File: src/rtl/exec_issue_arbiter_pkg.sv
// ============================================================================
// Module : exec_issue_arbiter_pkg
// Brief  : Shared definitions for the dual-slot execution-unit issue arbiter.
// Rev    : 1.0  initial release
// ============================================================================
`default_nettype none

package exec_issue_arbiter_pkg;

  localparam int TAGW_DEFAULT = 4;

  // ctrl bundle layout: {ALUop[2:0], ExtOp, ALUSrc, RegDst}
  localparam int CTRL_W         = 6;
  localparam int CTRL_ALUOP_HI  = 5;
  localparam int CTRL_ALUOP_LO  = 3;
  localparam int CTRL_EXTOP     = 2;
  localparam int CTRL_ALUSRC    = 1;
  localparam int CTRL_REGDST    = 0;

  typedef enum logic [2:0] {
    ALU_ADD = 3'd0,
    ALU_SUB = 3'd1,
    ALU_AND = 3'd2,
    ALU_OR  = 3'd3,
    ALU_SLT = 3'd4,
    ALU_XOR = 3'd5
  } alu_op_e;

  // Pointer value after reset: "slot 1 won last", so slot 0 goes first.
  localparam logic ARB_LAST_RESET = 1'b1;

endpackage

`default_nettype wire

File: src/rtl/exec_issue_arbiter_rr_arb2.sv
// ============================================================================
// Module : rr_arb2
// Brief  : Two-way round-robin arbiter owning the last-winner pointer.
// Rev    : 1.0  initial release
// ============================================================================
`default_nettype none

module rr_arb2
  import exec_issue_arbiter_pkg::*;
(
  input  logic       clk,
  input  logic       reset,
  input  logic [1:0] req,
  input  logic       en,
  output logic [1:0] gnt
);

  logic last_q;
  logic last_d;

  always_comb begin
    gnt    = 2'b00;
    last_d = last_q;
    if (en) begin
      if (req == 2'b11) begin
        gnt = last_q ? 2'b01 : 2'b10;
      end else begin
        gnt = req;
      end
      // Pointer only moves on a real grant.
      if (|req) begin
        last_d = gnt[1];
      end
    end
  end

  always_ff @(posedge clk) begin
    if (reset) begin
      last_q <= ARB_LAST_RESET;
    end else begin
      last_q <= last_d;
    end
  end

endmodule

`default_nettype wire

File: src/rtl/exec_issue_arbiter.sv
// ============================================================================
// Module : exec_issue_arbiter
// Brief  : Shares one execution unit between two issue slots; issue and
//          result stages with valid/ready toward writeback.
// Rev    : 1.0  initial release
// ============================================================================
`default_nettype none

module exec_issue_arbiter
  import exec_issue_arbiter_pkg::*;
#(
  parameter int TAGW = TAGW_DEFAULT,
  parameter int CNTW = 16
) (
  input  logic            clk,
  input  logic            reset,
  input  logic            flush,
  input  logic            req0_valid,
  output logic            req0_ready,
  input  logic [31:0]     req0_pc,
  input  logic [31:0]     req0_instr,
  input  logic [31:0]     req0_busA,
  input  logic [31:0]     req0_busB,
  input  logic [5:0]      req0_ctrl,
  input  logic [TAGW-1:0] req0_tag,
  input  logic            req1_valid,
  output logic            req1_ready,
  input  logic [31:0]     req1_pc,
  input  logic [31:0]     req1_instr,
  input  logic [31:0]     req1_busA,
  input  logic [31:0]     req1_busB,
  input  logic [5:0]      req1_ctrl,
  input  logic [TAGW-1:0] req1_tag,
  output logic [31:0]     ex_pc,
  output logic [31:0]     ex_instr,
  output logic [31:0]     ex_busA,
  output logic [31:0]     ex_busB,
  output logic [2:0]      ex_ALUop,
  output logic            ex_ExtOp,
  output logic            ex_ALUSrc,
  output logic            ex_RegDst,
  input  logic [31:0]     ex_ALUout,
  input  logic [31:0]     ex_Target,
  input  logic            ex_zero,
  input  logic [4:0]      ex_Regout,
  output logic            res_valid,
  input  logic            res_ready,
  output logic            res_slot,
  output logic [TAGW-1:0] res_tag,
  output logic [31:0]     res_ALUout,
  output logic [31:0]     res_Target,
  output logic            res_zero,
  output logic [4:0]      res_Regout,
  output logic [CNTW-1:0] stall_cnt
);

  logic            i_valid_q, i_valid_d;
  logic            i_slot_q,  i_slot_d;
  logic [TAGW-1:0] i_tag_q,   i_tag_d;
  logic [31:0]     i_pc_q,    i_pc_d;
  logic [31:0]     i_instr_q, i_instr_d;
  logic [31:0]     i_busA_q,  i_busA_d;
  logic [31:0]     i_busB_q,  i_busB_d;
  logic [5:0]      i_ctrl_q,  i_ctrl_d;

  logic            r_valid_q, r_valid_d;
  logic            r_slot_q,  r_slot_d;
  logic [TAGW-1:0] r_tag_q,   r_tag_d;
  logic [31:0]     r_alu_q,   r_alu_d;
  logic [31:0]     r_tgt_q,   r_tgt_d;
  logic            r_zero_q,  r_zero_d;
  logic [4:0]      r_reg_q,   r_reg_d;

  logic [CNTW-1:0] stall_q,   stall_d;

  logic       w_r_free;
  logic       w_i_adv;
  logic       w_i_accept;
  logic       w_arb_en;
  logic [1:0] w_gnt;
  logic       w_grant;

  assign w_r_free   = !r_valid_q || res_ready;
  assign w_i_adv    = i_valid_q && w_r_free;
  assign w_i_accept = !i_valid_q || w_i_adv;
  assign w_arb_en   = w_i_accept && !flush && !reset;
  assign w_grant    = |w_gnt;

  rr_arb2 u_arb (
    .clk   (clk),
    .reset (reset),
    .req   ({req1_valid, req0_valid}),
    .en    (w_arb_en),
    .gnt   (w_gnt)
  );

  assign req0_ready = w_gnt[0];
  assign req1_ready = w_gnt[1];

  always_comb begin
    i_valid_d = i_valid_q;
    i_slot_d  = i_slot_q;
    i_tag_d   = i_tag_q;
    i_pc_d    = i_pc_q;
    i_instr_d = i_instr_q;
    i_busA_d  = i_busA_q;
    i_busB_d  = i_busB_q;
    i_ctrl_d  = i_ctrl_q;
    r_valid_d = r_valid_q;
    r_slot_d  = r_slot_q;
    r_tag_d   = r_tag_q;
    r_alu_d   = r_alu_q;
    r_tgt_d   = r_tgt_q;
    r_zero_d  = r_zero_q;
    r_reg_d   = r_reg_q;
    stall_d   = stall_q;

    if (flush) begin
      i_valid_d = 1'b0;
      r_valid_d = 1'b0;
    end else begin
      if (w_i_adv) begin
        r_valid_d = 1'b1;
        r_slot_d  = i_slot_q;
        r_tag_d   = i_tag_q;
        r_alu_d   = ex_ALUout;
        r_tgt_d   = ex_Target;
        r_zero_d  = ex_zero;
        r_reg_d   = ex_Regout;
      end else if (res_ready) begin
        r_valid_d = 1'b0;
      end

      if (w_grant) begin
        i_valid_d = 1'b1;
        i_slot_d  = w_gnt[1];
        i_tag_d   = w_gnt[1] ? req1_tag   : req0_tag;
        i_pc_d    = w_gnt[1] ? req1_pc    : req0_pc;
        i_instr_d = w_gnt[1] ? req1_instr : req0_instr;
        i_busA_d  = w_gnt[1] ? req1_busA  : req0_busA;
        i_busB_d  = w_gnt[1] ? req1_busB  : req0_busB;
        i_ctrl_d  = w_gnt[1] ? req1_ctrl  : req0_ctrl;
      end else if (w_i_adv) begin
        i_valid_d = 1'b0;
      end
    end

    // Backpressure counter is independent of flush; only reset clears it.
    if (r_valid_q && !res_ready && i_valid_q && (stall_q != {CNTW{1'b1}})) begin
      stall_d = stall_q + {{(CNTW-1){1'b0}}, 1'b1};
    end
  end

  always_ff @(posedge clk) begin
    if (reset) begin
      i_valid_q <= 1'b0;
      i_slot_q  <= 1'b0;
      i_tag_q   <= '0;
      i_pc_q    <= '0;
      i_instr_q <= '0;
      i_busA_q  <= '0;
      i_busB_q  <= '0;
      i_ctrl_q  <= '0;
      r_valid_q <= 1'b0;
      r_slot_q  <= 1'b0;
      r_tag_q   <= '0;
      r_alu_q   <= '0;
      r_tgt_q   <= '0;
      r_zero_q  <= 1'b0;
      r_reg_q   <= '0;
      stall_q   <= '0;
    end else begin
      i_valid_q <= i_valid_d;
      i_slot_q  <= i_slot_d;
      i_tag_q   <= i_tag_d;
      i_pc_q    <= i_pc_d;
      i_instr_q <= i_instr_d;
      i_busA_q  <= i_busA_d;
      i_busB_q  <= i_busB_d;
      i_ctrl_q  <= i_ctrl_d;
      r_valid_q <= r_valid_d;
      r_slot_q  <= r_slot_d;
      r_tag_q   <= r_tag_d;
      r_alu_q   <= r_alu_d;
      r_tgt_q   <= r_tgt_d;
      r_zero_q  <= r_zero_d;
      r_reg_q   <= r_reg_d;
      stall_q   <= stall_d;
    end
  end

  assign ex_pc      = i_pc_q;
  assign ex_instr   = i_instr_q;
  assign ex_busA    = i_busA_q;
  assign ex_busB    = i_busB_q;
  assign ex_ALUop   = i_ctrl_q[CTRL_ALUOP_HI:CTRL_ALUOP_LO];
  assign ex_ExtOp   = i_ctrl_q[CTRL_EXTOP];
  assign ex_ALUSrc  = i_ctrl_q[CTRL_ALUSRC];
  assign ex_RegDst  = i_ctrl_q[CTRL_REGDST];

  assign res_valid  = r_valid_q;
  assign res_slot   = r_slot_q;
  assign res_tag    = r_tag_q;
  assign res_ALUout = r_alu_q;
  assign res_Target = r_tgt_q;
  assign res_zero   = r_zero_q;
  assign res_Regout = r_reg_q;
  assign stall_cnt  = stall_q;

endmodule

`default_nettype wire

File: config.mk
export PLATFORM = sky130hd
export DESIGN_NAME = exec_issue_arbiter
export DESIGN_NICKNAME = d
export VERILOG_FILES = /design/src/rtl/exec_issue_arbiter_pkg.sv /design/src/rtl/exec_issue_arbiter_rr_arb2.sv /design/src/rtl/exec_issue_arbiter.sv
export SDC_FILE = /design/constraint.sdc
export NUM_CORES = 1
export LEC_CHECK = 0
export ABC_AREA = 0
export ABC_CLOCK_PERIOD_IN_PS = 1900
export BUFFER_PORTS_ARGS = -buffer_cell sky130_fd_sc_hd__buf_2
export CAP_MARGIN = 15
export CELL_PAD_IN_SITES_DETAIL_PLACEMENT = 1
export CELL_PAD_IN_SITES_GLOBAL_PLACEMENT = 2
export CORE_AREA = 2 2 227 229
export DETAILED_ROUTE_END_ITERATION = 12
export DIE_AREA = 0 0 229 231
export GPL_TIMING_DRIVEN = 0
export PLACE_DENSITY = 0.8
export SLEW_MARGIN = 20
export SYNTH_ARGS = -nofsm -noshare
export SYNTH_HDL_FRONTEND = slang
export SYNTH_SLANG_ARGS = --single-unit
export TNS_END_PERCENT = 100
File: constraint.sdc
create_clock -name clk -period 1.9 [get_ports clk]
set_input_delay 0.475 -clock clk [delete_from_list [all_inputs] [get_ports clk]]
set_output_delay 0.475 -clock clk [all_outputs]
set_load 0.02 [all_outputs]
==> results_dict.tcl <==
set metrics [dict create \
    status "complete, but fails checks" \
    violations "negative setup slack" \
    cts-htree-levels 1 \
    ys_warn_count 0 \
    drt-total-wl_um 54820 \
    portBuffers 579 \
    hold_depth 3 \
    hold_ws_ns 0.1428 \
    vias_per_cell 4.555 \
    antenna_found_initial 21 \
    floorplan.die.height_um 231 \
    required_ns 1.42 \
    drcViolationCount 0 \
    grt_pass1_vias 12110 \
    ios 580 \
    p_sw_share_pct 28.14 \
    drt_pass1_iterations 6 \
    rsz0062_at_grt "yes" \
    cts_tree "done" \
    multi_input_area_mm2 0.004890 \
    grt-ovfl-total 0 \
    wl_per_cell_um 21.01 \
    drt_iter0_markers 360 \
    startpoint_type "flip-flop" \
    p_int_w 0.009558 \
    slew_viol_final 0 \
    cts_root_buf "clkbuf_16" \
    crit_arrival_ns 1.76 \
    power_density_mw_per_mm2 793.7 \
    initial_core_util_pct 18.63 \
    final_net_count 2255 \
    syn-num-nets 1567 \
    worstRegToRegCells 10 \
    core_area_mm2 0.05068 \
    clock.fmax_ghz 0.4466 \
    relSlewSlack_pct 46.51 \
    post-place-ws_ns -1.178 \
    tightest_slew_ns 0.8024 \
    nFillCells 6107 \
    p_clk_share_pct 42.7 \
    syn_area_mm2 0.009440 \
    die_w_um 229 \
    postSynthAreaPerCell_um2 7.776 \
    insertion_delay_ns 0.57 \
    fin_crit_sh_pct 117.9 \
    cts_sinks 233 \
    hold_viol_final 0 \
    synth-seq-cells 233 \
    fin_area_mm2 0.01676 \
    peakVddDrop_mv 0.6677 \
    power.leakage_nw 7.523 \
    clk_path_buf_depth 3 \
    comb_power_share_pct 17.7 \
    grt_max_degree 15 \
    dieArea_mm2 0.05290 \
    postRouteAntennaNets 0 \
    core.rowCount 83 \
    crit_path_max_fanout 3 \
    clk_pin_slew_worst_paths_ns 0.06 \
    cts_buffers 29 \
    track_usage_pct 18.30 \
    ys_types 42 \
    max_cap_viol_count 0 \
    dp_hpwl_um 40240 \
    worstSetupEndpointType "output port" \
    placed_cell_area_mm2 0.01324 \
    seqPwrFrac_pct 39.6 \
    syn_to_final_growth_pct 77.51 \
    postSynthCellCount 1214 \
    finClkSkew_ns 0.01005 \
    synth_enable_flop_cells 0 \
    worst_hold_path_type "primary input to flip-flop" \
    cts_hold_buf 0 \
    async_flop_share_pct 0 \
    drive_gt1_share_pct 47.37 \
    crit_type "flip-flop to output port" \
    grt_pass1_wl_um 74750 \
    seq_area_mm2 0.004687 \
    route.vias.total 11890 \
    synth_top_flop_cell "dfxtp_1" \
    switchingPower_w 0.003742 \
    worst_slack_ns -0.3393 \
    finalCriticalPeriod_ns 2.239 \
    gp_congestion 0.8958 \
    setup_violations 139 \
    yosysSeqAreaShare_pct 49.41 \
]
==> path summary, 6_finish.rpt <==
| path | from | endpoint | slack (ns) |
|---|---|---|---|
| worst max register to register | res_valid | ex_busA[22] | -0.14 |
| worst min-delay path | ex_ALUout[22] | res_ALUout[22] | 0.14 |
| worst min register to register | res_ALUout[26] | res_ALUout[26] | 0.45 |
| worst max-delay path | i_valid_q | req1_ready | -0.34 |
==> state kept, by name (all words and copies together) (netlist names), 4 cells and up <==
| name | count |
|---|---|
| i_tag_q | 4 |
| ex_busA | 32 |
| res_Target | 32 |
| ex_busB | 32 |
| res_ALUout | 32 |
| i_ctrl_q | 6 |
| res_tag | 4 |
| ex_pc | 32 |
| ex_instr | 32 |
| stall_cnt | 16 |
| res_Regout | 5 |
==> per-stage QoR <==
| step | TNS, ns | utilization (%) | cells | power, W |
|---|---|---|---|---|
| 2_1_floorplan | -0.04259 | - | 1214 | 0.006234 |
| 3_3_place_gp | -164.62 | 26.12 | 2473 | 0.007146 |
| 3_5_place_dp | -173.60 | 26.12 | 2473 | 0.007185 |
| 4_1_cts | -21.12 | 28.72 | 2539 | 0.01297 |
| 5_1_grt | -27.58 | 33.05 | 2605 | 0.01388 |
| 6_report | -11.74 | 33.07 | 2609 | 0.01330 |
==> power by group through the flow <==
stage	Combinational [W]	Sequential, W	Clock (W)
after floorplan	0.000611	0.00562	0
after CTS	0.00189	0.00526	0.00583
after global routing	0.00253	0.00529	0.00606
after global placement	0.00179	0.00535	0
after detailed placement	0.00182	0.00536	0
final	0.00235	0.00527	0.00568
==> cells by family (layout without fill, tap and decap cells) <==
logic type | Yosys count | count (layout) | share of synthesized area, %
AOI/OAI and AO/OA | 246 | 246 | 19.07
adders and majority gates | 1 | 1 | 0.1325
buffers and inverters | 113 | 822 | 5.182
DFF | 233 | 233 | 49.41
muxes | 3 | 3 | 0.3578
other | 0 | 6 | 0
and+or+nand+nor | 618 | 618 | 25.85
==> metal layers <==
metal	global-route usage (%)	vias to the layer above	routed length, µm
met1	20.01	5702	20930
met4	3.998	2	1528
met3	4.990	97	3954
met2	34.93	495	28390
li1	-	5589	-
met5	0	-	10
==> worst max-delay path, cell delays in order, from the launching register on <==
cell	delay, ns
dfxtp_2	0.34
nand3b_1	0.13
buf_6	0.15
nand4_1	0.16
clkinv_2	0.13
clkbuf_16	0.17
buf_8	0.12
==> repair_timing <==
action                     in CTS  in global routing
buffers inserted               16                 42
setup endpoints to repair     198                212
cloned                          0                 29
gates resized for setup        95                352
pin swaps                       6                 85
==> synthesized netlist by cell type (3+ instances only) <==
| cell type | instances | area share, % |
|---|---|---|
| buf_1 | 11 | 0.44 |
| a211oi_1 | 3 | 0.24 |
| buf_2 | 23 | 1.2 |
| o21ai_0 | 6 | 0.32 |
| nand4_1 | 6 | 0.40 |
| nor2b_1 | 5 | 0.33 |
| a21oi_1 | 85 | 4.5 |
| nor2_1 | 146 | 5.8 |
| dfxtp_1 | 233 | 49 |
| nor3_1 | 3 | 0.16 |
| inv_1 | 5 | 0.20 |
| or4_1 | 5 | 0.40 |
| o31ai_1 | 4 | 0.32 |
| nand3_1 | 5 | 0.27 |
| buf_4 | 5 | 0.40 |
| mux2_2 | 3 | 0.36 |
| or3_1 | 7 | 0.46 |
| nand2_1 | 432 | 17 |
| clkbuf_1 | 65 | 2.6 |
| a311oi_1 | 140 | 13 |
==> layout make-up <==
cell class | instances | area share, %
Multi-Input combinational cell | 868 | 29.18
Antenna cell | 6 | 0.08960
Clock buffer | 43 | 5.130
Tap cell | 680 | 5.077
Inverter | 7 | 0.1643
Sequential cell | 233 | 27.97
Clock inverter | 9 | 0.6272
Timing Repair Buffer | 663 | 25.38
Buffer | 100 | 6.384
==> cells in the final DEF, fill, tap and decap left out, types with 24 or more instances in the layout <==
master,n
buf_2,580
nand2_1,430
dfxtp_1,223
nor2_1,117
a21oi_1,84
a311oi_1,75
a311oi_2,65
clkbuf_16,59
buf_8,39
clkbuf_1,28
buf_4,25
nor2_2,24
(Power assumes the default switching activity.)
